<file path="src/rtl/cpu_iob_pkg.sv">
// Shared encodings and datapath helpers for the CPU-to-IOB bridge.
// Helpers work on 64-bit lanes; callers truncate to their own DATA_W.
package cpu_iob_pkg;

  localparam logic [1:0] SZ_B = 2'd0;
  localparam logic [1:0] SZ_H = 2'd1;
  localparam logic [1:0] SZ_W = 2'd2;
  localparam logic [1:0] SZ_D = 2'd3;

  typedef enum logic [2:0] {
    ST_IDLE,
    ST_DRAIN,
    ST_RD_REQ,
    ST_RD_WAIT,
    ST_RD_DONE
  } state_e;

  function automatic logic is_aligned(input logic [1:0] size, input logic [2:0] off);
    logic ok;
    case (size)
      SZ_B:    ok = 1'b1;
      SZ_H:    ok = (off[0] == 1'b0);
      SZ_W:    ok = (off[1:0] == 2'b00);
      default: ok = (off == 3'b000);
    endcase
    return ok;
  endfunction

  function automatic logic [7:0] strb_mask(input logic [1:0] size, input logic [2:0] off);
    logic [7:0] m;
    case (size)
      SZ_B:    m = 8'h01;
      SZ_H:    m = 8'h03;
      SZ_W:    m = 8'h0F;
      default: m = 8'hFF;
    endcase
    return m << off;
  endfunction

  // Replicate the LSB-aligned store data into every lane of its size.
  function automatic logic [63:0] repl_wdata(input logic [63:0] d, input logic [1:0] size);
    logic [63:0] r;
    case (size)
      SZ_B:    r = {8{d[7:0]}};
      SZ_H:    r = {4{d[15:0]}};
      SZ_W:    r = {2{d[31:0]}};
      default: r = d;
    endcase
    return r;
  endfunction

  function automatic logic [63:0] extract_lane(input logic [63:0] rdata, input logic [2:0] off,
                                               input logic [1:0] size, input logic sgn);
    logic [63:0] lane;
    logic [63:0] res;
    lane = rdata >> {off, 3'b000};
    case (size)
      SZ_B:    res = {{56{sgn & lane[7]}}, lane[7:0]};
      SZ_H:    res = {{48{sgn & lane[15]}}, lane[15:0]};
      SZ_W:    res = {{32{sgn & lane[31]}}, lane[31:0]};
      default: res = lane;
    endcase
    return res;
  endfunction

endpackage

</file>
<file path="src/rtl/cpu_iob_wbuf.sv">
// Posted-write buffer: first-word-fall-through synchronous FIFO.
// A pop and a push in the same cycle are both honoured, even when full.
module cpu_iob_wbuf
  import cpu_iob_pkg::*;
#(
  parameter int WIDTH   = 68,
  parameter int DEPTH_W = 2
) (
  input  logic             clk,
  input  logic             reset,
  input  logic             push_i,
  input  logic [WIDTH-1:0] din_i,
  input  logic             pop_i,
  output logic [WIDTH-1:0] dout_o,
  output logic             full_o,
  output logic             empty_o,
  output logic             last_o
);

  localparam int DEPTH = 1 << DEPTH_W;
  localparam logic [DEPTH_W:0] FULL_CNT = (DEPTH_W + 1)'(DEPTH);
  localparam logic [DEPTH_W:0] ONE_CNT  = (DEPTH_W + 1)'(1);

  logic [WIDTH-1:0]   mem_q [DEPTH];
  logic [DEPTH_W-1:0] wr_ptr_q;
  logic [DEPTH_W-1:0] rd_ptr_q;
  logic [DEPTH_W:0]   cnt_q;
  logic               do_push;
  logic               do_pop;

  assign empty_o = (cnt_q == '0);
  assign full_o  = (cnt_q == FULL_CNT);
  assign last_o  = (cnt_q == ONE_CNT);
  assign do_pop  = pop_i && !empty_o;
  assign do_push = push_i && (!full_o || do_pop);
  assign dout_o  = mem_q[rd_ptr_q];

  always_ff @(posedge clk) begin
    if (do_push) begin
      mem_q[wr_ptr_q] <= din_i;
    end
  end

  always_ff @(posedge clk) begin
    if (reset) begin
      wr_ptr_q <= '0;
      rd_ptr_q <= '0;
      cnt_q    <= '0;
    end else begin
      if (do_push) begin
        wr_ptr_q <= wr_ptr_q + 1'b1;
      end
      if (do_pop) begin
        rd_ptr_q <= rd_ptr_q + 1'b1;
      end
      case ({do_push, do_pop})
        2'b10:   cnt_q <= cnt_q + 1'b1;
        2'b01:   cnt_q <= cnt_q - 1'b1;
        default: cnt_q <= cnt_q;
      endcase
    end
  end

endmodule

</file>
<file path="src/rtl/cpu_iob_bridge.sv">
// CPU data port to IOB bridge: posted stores through a write buffer,
// blocking loads that wait for the buffer to drain, with lane steering.
module cpu_iob_bridge
  import cpu_iob_pkg::*;
#(
  parameter int DATA_W       = 32,
  parameter int ADDR_W       = 32,
  parameter int IOB_ADDR_W   = 30,
  parameter int WBUF_DEPTH_W = 2,
  parameter int TIMEOUT_W    = 8
) (
  input  logic                  clk,
  input  logic                  reset,
  input  logic                  cpu_req_i,
  input  logic                  cpu_we_i,
  input  logic [1:0]            cpu_size_i,
  input  logic                  cpu_signed_i,
  input  logic [ADDR_W-1:0]     cpu_addr_i,
  input  logic [DATA_W-1:0]     cpu_wdata_i,
  output logic                  cpu_stall_o,
  output logic [DATA_W-1:0]     cpu_rdata_o,
  output logic                  cpu_rvalid_o,
  output logic                  cpu_err_o,
  output logic                  iob_valid_o,
  output logic [IOB_ADDR_W-1:0] iob_addr_o,
  output logic [DATA_W-1:0]     iob_wdata_o,
  output logic [DATA_W/8-1:0]   iob_wstrb_o,
  input  logic                  iob_ready_i,
  input  logic                  iob_rvalid_i,
  input  logic [DATA_W-1:0]     iob_rdata_i,
  output logic                  busy_o
);

  localparam int STRB_W = DATA_W / 8;
  localparam int OFF_W  = $clog2(STRB_W);
  localparam int ENT_W  = ADDR_W + DATA_W + STRB_W;

  state_e                state_q;
  logic [ADDR_W-1:0]     ld_addr_q;
  logic [1:0]            ld_size_q;
  logic                  ld_signed_q;
  logic [TIMEOUT_W-1:0]  tmo_q;
  logic                  tout_q;
  logic                  rvalid_q;
  logic                  err_q;
  logic [DATA_W-1:0]     rdata_q;

  logic [2:0]            req_off;
  logic [2:0]            ld_off;
  logic                  size_ok;
  logic                  misalign;
  logic                  can_take;
  logic                  bad_req;
  logic                  st_req;
  logic                  ld_req;
  logic [DATA_W-1:0]     wdata_rep;
  logic [STRB_W-1:0]     strb;
  logic [DATA_W-1:0]     rd_ext;

  logic                  fifo_push;
  logic                  fifo_pop;
  logic                  fifo_full;
  logic                  fifo_empty;
  logic                  fifo_last;
  logic [ENT_W-1:0]      fifo_din;
  logic [ENT_W-1:0]      fifo_dout;
  logic [ADDR_W-1:0]     head_addr;
  logic [DATA_W-1:0]     head_wdata;
  logic [STRB_W-1:0]     head_strb;

  assign req_off   = 3'(cpu_addr_i[OFF_W-1:0]);
  assign ld_off    = 3'(ld_addr_q[OFF_W-1:0]);
  assign size_ok   = (DATA_W == 64) || (cpu_size_i != SZ_D);
  assign misalign  = !size_ok || !is_aligned(cpu_size_i, req_off);

  // tout_q marks the cycle that retires a timed-out load; the CPU still
  // presents that load, so it must not be taken as a fresh request.
  assign can_take  = (state_q == ST_IDLE) && !tout_q && cpu_req_i;
  assign bad_req   = can_take && misalign;
  assign st_req    = can_take && !misalign && cpu_we_i;
  assign ld_req    = can_take && !misalign && !cpu_we_i;

  assign wdata_rep = DATA_W'(repl_wdata(64'(cpu_wdata_i), cpu_size_i));
  assign strb      = STRB_W'(strb_mask(cpu_size_i, req_off));
  assign rd_ext    = DATA_W'(extract_lane(64'(iob_rdata_i), ld_off, ld_size_q, ld_signed_q));

  assign fifo_din   = {cpu_addr_i, wdata_rep, strb};
  assign head_addr  = fifo_dout[ENT_W-1 -: ADDR_W];
  assign head_wdata = fifo_dout[STRB_W +: DATA_W];
  assign head_strb  = fifo_dout[STRB_W-1:0];

  assign fifo_pop  = ((state_q == ST_IDLE) || (state_q == ST_DRAIN)) && !fifo_empty && iob_ready_i;
  assign fifo_push = st_req && (!fifo_full || fifo_pop);

  cpu_iob_wbuf #(
    .WIDTH   (ENT_W),
    .DEPTH_W (WBUF_DEPTH_W)
  ) u_wbuf (
    .clk     (clk),
    .reset   (reset),
    .push_i  (fifo_push),
    .din_i   (fifo_din),
    .pop_i   (fifo_pop),
    .dout_o  (fifo_dout),
    .full_o  (fifo_full),
    .empty_o (fifo_empty),
    .last_o  (fifo_last)
  );

  always_comb begin
    cpu_stall_o = 1'b0;
    case (state_q)
      ST_IDLE:    cpu_stall_o = ld_req || (st_req && fifo_full && !fifo_pop);
      ST_RD_DONE: cpu_stall_o = 1'b0;
      default:    cpu_stall_o = 1'b1;
    endcase
  end

  always_comb begin
    iob_valid_o = 1'b0;
    iob_addr_o  = '0;
    iob_wdata_o = '0;
    iob_wstrb_o = '0;
    if (state_q == ST_RD_REQ) begin
      iob_valid_o = 1'b1;
      iob_addr_o  = IOB_ADDR_W'(ld_addr_q >> OFF_W);
    end else if (((state_q == ST_IDLE) || (state_q == ST_DRAIN)) && !fifo_empty) begin
      iob_valid_o = 1'b1;
      iob_addr_o  = IOB_ADDR_W'(head_addr >> OFF_W);
      iob_wdata_o = head_wdata;
      iob_wstrb_o = head_strb;
    end
  end

  always_ff @(posedge clk) begin
    if (reset) begin
      state_q     <= ST_IDLE;
      ld_addr_q   <= '0;
      ld_size_q   <= SZ_B;
      ld_signed_q <= 1'b0;
      tmo_q       <= '0;
      tout_q      <= 1'b0;
      rvalid_q    <= 1'b0;
      err_q       <= 1'b0;
      rdata_q     <= '0;
    end else begin
      err_q    <= bad_req;
      rvalid_q <= 1'b0;
      rdata_q  <= '0;
      tout_q   <= 1'b0;
      case (state_q)
        ST_IDLE: begin
          if (ld_req) begin
            ld_addr_q   <= cpu_addr_i;
            ld_size_q   <= cpu_size_i;
            ld_signed_q <= cpu_signed_i;
            state_q     <= fifo_empty ? ST_RD_REQ : ST_DRAIN;
          end
        end
        ST_DRAIN: begin
          if (fifo_empty || (fifo_pop && fifo_last)) begin
            state_q <= ST_RD_REQ;
          end
        end
        ST_RD_REQ: begin
          if (iob_ready_i) begin
            if (iob_rvalid_i) begin
              rvalid_q <= 1'b1;
              rdata_q  <= rd_ext;
              state_q  <= ST_RD_DONE;
            end else begin
              tmo_q   <= '0;
              state_q <= ST_RD_WAIT;
            end
          end
        end
        ST_RD_WAIT: begin
          if (iob_rvalid_i) begin
            rvalid_q <= 1'b1;
            rdata_q  <= rd_ext;
            state_q  <= ST_RD_DONE;
          end else if (&tmo_q) begin
            err_q   <= 1'b1;
            tout_q  <= 1'b1;
            state_q <= ST_IDLE;
          end else begin
            tmo_q <= tmo_q + 1'b1;
          end
        end
        default: state_q <= ST_IDLE;
      endcase
    end
  end

  assign cpu_rvalid_o = rvalid_q;
  assign cpu_rdata_o  = rdata_q;
  assign cpu_err_o    = err_q;
  assign busy_o       = (state_q != ST_IDLE) || !fifo_empty;

endmodule
</file>
<file path="config.mk">
export PLATFORM = sky130hd
export DESIGN_NAME = cpu_iob_bridge
export DESIGN_NICKNAME = d
export VERILOG_FILES = /design/src/rtl/cpu_iob_pkg.sv /design/src/rtl/cpu_iob_wbuf.sv /design/src/rtl/cpu_iob_bridge.sv
export SDC_FILE = /design/constraint.sdc
export NUM_CORES = 1
export LEC_CHECK = 0
export BUFFER_PORTS_ARGS = -buffer_cell sky130_fd_sc_hd__buf_2
export CAP_MARGIN = 30
export CORE_UTILIZATION = 34
export DETAILED_ROUTE_END_ITERATION = 7
export PLACE_DENSITY_LB_ADDON = 0.2
export RECOVER_POWER = 100
export SYNTH_ARGS = -nofsm -noshare
export SYNTH_HDL_FRONTEND = slang
export SYNTH_SLANG_ARGS = --single-unit
</file>
<file path="constraint.sdc">
create_clock -name clk -period 6.15 [get_ports clk]
set_input_delay 0.615 -clock clk [delete_from_list [all_inputs] [get_ports clk]]
set_output_delay 0.615 -clock clk [all_outputs]
set_load 0.01 [all_outputs]
</file>
==> results of run 1 <==
[state kept, by name, summed over array words and instances (netlist names), 3 cells and up, named ones only]
| name | cells |
|---|---|
| cpu_rdata_o | 32 |
| u_wbuf.cnt_q | 3 |
| state_q | 3 |
| u_wbuf.mem_q | 264 |
| tmo_q | 8 |
| ld_addr_q | 32 |
[routing by layer]
| layer | global-route usage | vias up |
|---|---|---|
| met4 | 0.0469 | 8 |
| met1 | 0.210 | 4313 |
| met5 | 0 | - |
| li1 | - | 3976 |
| met2 | 0.255 | 214 |
| met3 | 0.0386 | 48 |
[synthesized netlist by cell type, types with 8 or more instances]
library cell  instances  area (µm²)
xor2_1                9        78.8
nand2_1             116         435
inv_1                10        37.5
and2_1               42         263
o21ai_0              28         140
edfxtp_1            264        7930
mux2_2               17         191
dfxtp_1              90        1800
a22o_1               30         263
clkbuf_1             35         131
nor2b_1              11        68.8
buf_1                 8        30.0
nor2_1               28         105
buf_2                13        65.1
mux4_2               66        1490
a21oi_1              49         245
mux2i_1              27         270
a211oi_1             25         188
ha_1                 10         125
[cell families (layout without fill, tap and decap cells)]
| family | count (synthesis) | after routing | share of synthesized area |
|---|---|---|---|
| compound gates | 145 | 145 | 0.0651 |
| xor+xnor | 11 | 11 | 0.00676 |
| buf+inv | 70 | 303 | 0.0201 |
| fa+ha+maj | 10 | 10 | 0.00878 |
| flops | 354 | 354 | 0.683 |
| other cells | 0 | 2 | 0 |
| mux | 110 | 110 | 0.137 |
| simple gates | 236 | 236 | 0.0801 |
[critical path, stage by stage, from the launching register on]
cell and delay [ns]:
dfxtp_2 1.35, clkbuf_2 0.98, mux4_2 0.61, a22o_1 0.24, clkbuf_1 0.15
[final cells by class]
cell class / count / area (µm²)
antenna: 2 / 5.00
sequential: 354 / 9730
clock inverter: 22 / 218
fill: 3895 / 24100
tap: 532 / 666
multi-input combinational: 512 / 4220
inverter: 13 / 48.8
timing repair buffer: 221 / 1090
clock buffer: 47 / 1030
[per-stage QoR]
stage	cells	util	power [µW]
final	1703	0.414	6560
after detailed placement	1632	0.388	4440
after global routing	1701	0.414	6880
after CTS	1701	0.418	6740
after global placement	1626	0.385	4430
after floorplan	936	-	3800
[power by group]
part	leakage [µW]	switching (µW)	total, µW	internal, µW
registers	0.00311	121	2780	2650
logic	0.00184	862	1510	647
clock network	0.000607	923	2280	1360
[placed cells by master (no fill, tap or decap), drive strengths merged, types with 29 or more instances in the layout]
master    n
buf     101
and2     42
dfxtp    90
nand2   116
edfxtp  264
a22o     30
o21ai    32
mux4     66
clkbuf  167
nor2     29
a21oi    50
[worst max-delay path by stage]
| stage | endpoint | depth (start not counted) | start | slack, ns |
|---|---|---|---|---|
| 2_1_floorplan | u_wbuf.mem_q[0][0] | 4 | cpu_addr_i[0] | 2.81 |
| 3_3_place_gp | u_wbuf.mem_q[0][22] | 5 | cpu_size_i[1] | 2.91 |
| 3_5_place_dp | u_wbuf.mem_q[2][22] | 6 | cpu_size_i[1] | 2.92 |
| 4_1_cts | iob_addr_o[26] | 4 | flip-flop | 2.39 |
| 5_1_grt | iob_addr_o[26] | 4 | flip-flop | 1.22 |
| 6_report | iob_addr_o[26] | 4 | flip-flop | 1.68 |
==> reports/results.ini, run 1 <==
[run_status]
status = finished, violations left
violations = DRC, capacitance limit, slew limit

[final_layout]
nNetsFinal = 1256
fin_area_mm2 = 0.0170
drive_gt1_frac = 0.198
area_delta_synth_final_pct = 19.3

[timing]
finalCritPeriodShare = 0.727
rsz0062_at_grt = false
setup_viol = 0
slew_violations = 157
min_period_ns = 4.47
tightestPinTransition_ns = 1.97
hold_slack_ns = 0.349
hold_violations = 0
fmax_ghz = 0.224
layout_setup_ws_ns = 1.68
setup_tns_ns = 0
finClkSkew_ns = 0.0105
slew_headroom = -0.315

[die]
ios = 208
die_w_um = 207
dieArea_mm2 = 0.0427
core-area_mm2 = 0.0411
die_h_um = 207
start_util = 0.347
rows = 74

[logic_synthesis]
syn_inst = 936
async_flop_share = 0
synth_nets = 1051
syn_avg_cell_area_um2 = 15.2
synth_edf_count = 264
syn_area_mm2 = 0.0143
seq_area_frac_synth = 0.683
ys_ff_latch = 354
synth_flop_cell = edfxtp_1
yosys.cell_types.count = 49
ys_warn_count = 0

[detailed_routing]
drt.antenna.violating_nets = 0
wl_per_cell_um = 20.0
via_per_inst = 5.03
wl_um = 34000
drt_iter0_markers = 516
wl_met2_um = 16200
dr.pass1.iters = 8
top_layer = met5
wl_met1_um = 14900
remaining_drc_errors = 14
routed-via-count = 8559
wl_met3_um = 2180

[critical_path]
crit_fanout = 41
end_kind = output pin
worst-r2r-cell-count = 5
crit_arrival_ns = 3.86
worstSetupPathType = reg -> out
critPathRequiredTime_ns = 5.53
cp-start-kind = flip-flop
r2r_slack_ns = 2.77
worstReg2RegEnd = u_wbuf.mem_q[3][48]
reg2reg_from = state_q[0]

[clock_network]
cts_tree = yes
postCtsSetupBuffers = 0
clk_pin_slew_ns = 0.06
ctsHoldBuffers = 0
cts_buffers = 39
cts_buffer_depth = 3
insertion_delay_ns = 0.53
htree_levels = 2
cts-root-buf = clkbuf_16
clock_sinks = 354
cts_resized = 0

[power_and_ir_drop]
ir_drop_uv = 261
powerDensity_mw_per_mm2 = 386
p_leak_uw = 0.00556

[job]
drv_cap = 5

[hold_path]
worstHoldStart = cpu_signed_i
holdPathStages = 3
hold_end = ld_signed_q
min_path_type = in -> reg

[place]
placed_area_mm2 = 0.0160
io_buffers = 207
gp_congestion = 0.758
place_ws_ns = 2.92
dpl.hpwl_um = 21300

[global_route]
grt_overflow = 0
antenna_found_initial = 5
grt_pass1_vias = 8568
grt_pass1_wl_um = 50400
grt_max_degree = 55
grtUsageTotal = 0.158

(Power assumes the default switching activity.)
==> inputs of run 2 (changes only) <==
clock period = 3.78 ns   (was 6.15 ns; I/O delays follow)
==> run 2 against run 1 <==
The run still ends with DRC, capacitance limit, slew limit left; register-to-register slack got worse by 2.2 ns; sequential share of layout area rose by 0.057 points; global-route usage rose by 0.58 points; highest routed layer unchanged; setup slack got worse by 1.1 ns.
==> reports/results.ini, run 2 (synthesis results as in run 1) <==
[power_and_ir_drop]
switching_power_uw = 3190
pwr-share-comb = 0.232
ir_drop_uv = 282
p_leak_uw = 0.00558
internal_power_uw = 7490
swShare = 0.299
seqPwrFrac = 0.421
powerDensity_mw_per_mm2 = 628
clkPwrFrac = 0.346

[die]
ios = 208
die_w_um = 207
core-area_mm2 = 0.0411
dieArea_mm2 = 0.0427
die_h_um = 207
start_util = 0.347
rows = 74

[clock_network]
ctsHoldBuffers = 0
clock_sinks = 354
cts_tree = yes
clk_pin_slew_ns = 0.06
cts_buffers = 41
cts_buffer_depth = 3
insertion_delay_ns = 0.56
cts-root-buf = clkbuf_16
htree_levels = 2
cts_resized = 0
postCtsSetupBuffers = 0

[final_layout]
post-route-util = 0.413
largest-register = u_wbuf.mem_q
final_common_cell = edfxtp_1
final_cell_mix = 264 x edfxtp_1, 131 x clkbuf_1, 116 x nand2_1
largest_reg_flops = 264
fin_cells = 1716
area_delta_synth_final_pct = 19.2
drive_gt1_frac = 0.205
fillers = 3882
nNetsFinal = 1266

[detailed_routing]
routed-via-count = 8606
via_per_inst = 5.02
wl_per_cell_um = 20.2
remaining_drc_errors = 28
dr.pass1.iters = 6
wl_um = 34700
drt_iter0_markers = 504
drt.antenna.violating_nets = 0

[timing]
layout_setup_ws_ns = 0.555
setup_viol = 0
rsz0062_at_grt = false
slew_violations = 30
finClkSkew_ns = 0.0160
setup_tns_ns = 0
hold_violations = 0
finalCritPeriodShare = 0.853
tightestPinTransition_ns = 1.54
hold_slack_ns = 0.0762
fmax_ghz = 0.310
min_period_ns = 3.22
slew_headroom = -0.0253

[place]
dpl.cell_count = 1640
gp_congestion = 0.774
dpl.hpwl_um = 21600
place_ws_ns = 1.28
io_buffers = 207

[global_route]
grt_pass1_vias = 8671
grtUsageTotal = 0.164
grt_pass1_wl_um = 52000
grt_overflow = 0
grt_max_degree = 67
antenna_found_initial = 3

[critical_path]
crit_arrival_ns = 3.44
critPathRequiredTime_ns = 4.00
crit_fanout = 40
end_kind = flip-flop
worstSetupPathType = reg -> reg
cp-start-kind = flip-flop

[run_status]
status = finished, violations left
violations = DRC, capacitance limit, slew limit

[job]
drv_cap = 1

[hold_path]
min_path_type = in -> reg

-- run 2: cell types whose count changed in the layout (fill, tap and decap cells not counted), moves of 2 or more --
cell,before,now
o21ai_1,1,3
clkinv_8,0,2
clkbuf_4,0,2
clkbuf_1,125,131
bufinv_16,4,1
clkbuf_2,1,4
buf_4,4,11
clkbuf_16,39,41
buf_16,4,0
and2_0,27,25
buf_2,91,88
o21ai_0,31,29
clkinv_2,6,10
-- run 2: critical path, cell delays in order, from the launching register on --
cell      delay (ns)
dfxtp_1         0.41
nor3_1          0.63
nand4_1         0.31
nor2_1          0.15
clkbuf_1        0.28
and2_2          0.72
buf_12          0.32
-- run 2: cell type report --
class | instances | area, µm² | share of cell area
repair buffers | 229 | 1070 | 0.0631
inverters | 13 | 48.8 | 0.00287
clock inverters | 22 | 160 | 0.00942
flip-flops and latches | 354 | 9740 | 0.573
multi-input cells | 512 | 4220 | 0.248
well taps | 532 | 666 | 0.0392
diodes | 1 | 2.50 | 0.000147
clock buffers | 53 | 1090 | 0.0642
-- run 2: worst paths after layout --
kind | start | end | slack, ns | cells after the start
max | state_q[0] | u_wbuf.mem_q[2][12] | 0.56 | 6
min | cpu_signed_i | ld_signed_q | 0.08 | 3
max reg2reg | state_q[0] | u_wbuf.mem_q[2][12] | 0.56 | 6
min reg2reg | ld_addr_q[20] | ld_addr_q[20] | 0.45 | 2
-- run 2: power by group through the flow --
stage / logic [µW] / registers, µW / clock network (µW)
2_1_floorplan: 1730 / 4450 / 0
3_3_place_gp: 2640 / 4600 / 0
3_5_place_dp: 2640 / 4600 / 0
4_1_cts: 2660 / 4520 / 3820
5_1_grt: 2720 / 4530 / 3970
6_report: 2480 / 4500 / 3700
-- run 2: stage by stage --
| step | power [µW] | cell area (µm²) |
|---|---|---|
| global route | 11200 | 17000 |
| global placement | 7240 | 16000 |
| floorplan | 6190 | 14300 |
| finish | 10700 | 17000 |
| detailed placement | 7240 | 16000 |
| CTS | 11000 | 17200 |
-- run 2: per-layer routing --
layer  GRT usage  vias up  wire (µm)
met4      0.0490        4        705
met1       0.224     4364      15700
met3      0.0403       48       1900
met2       0.257      197      16400
li1            -     3993          -
met5           0        -         30
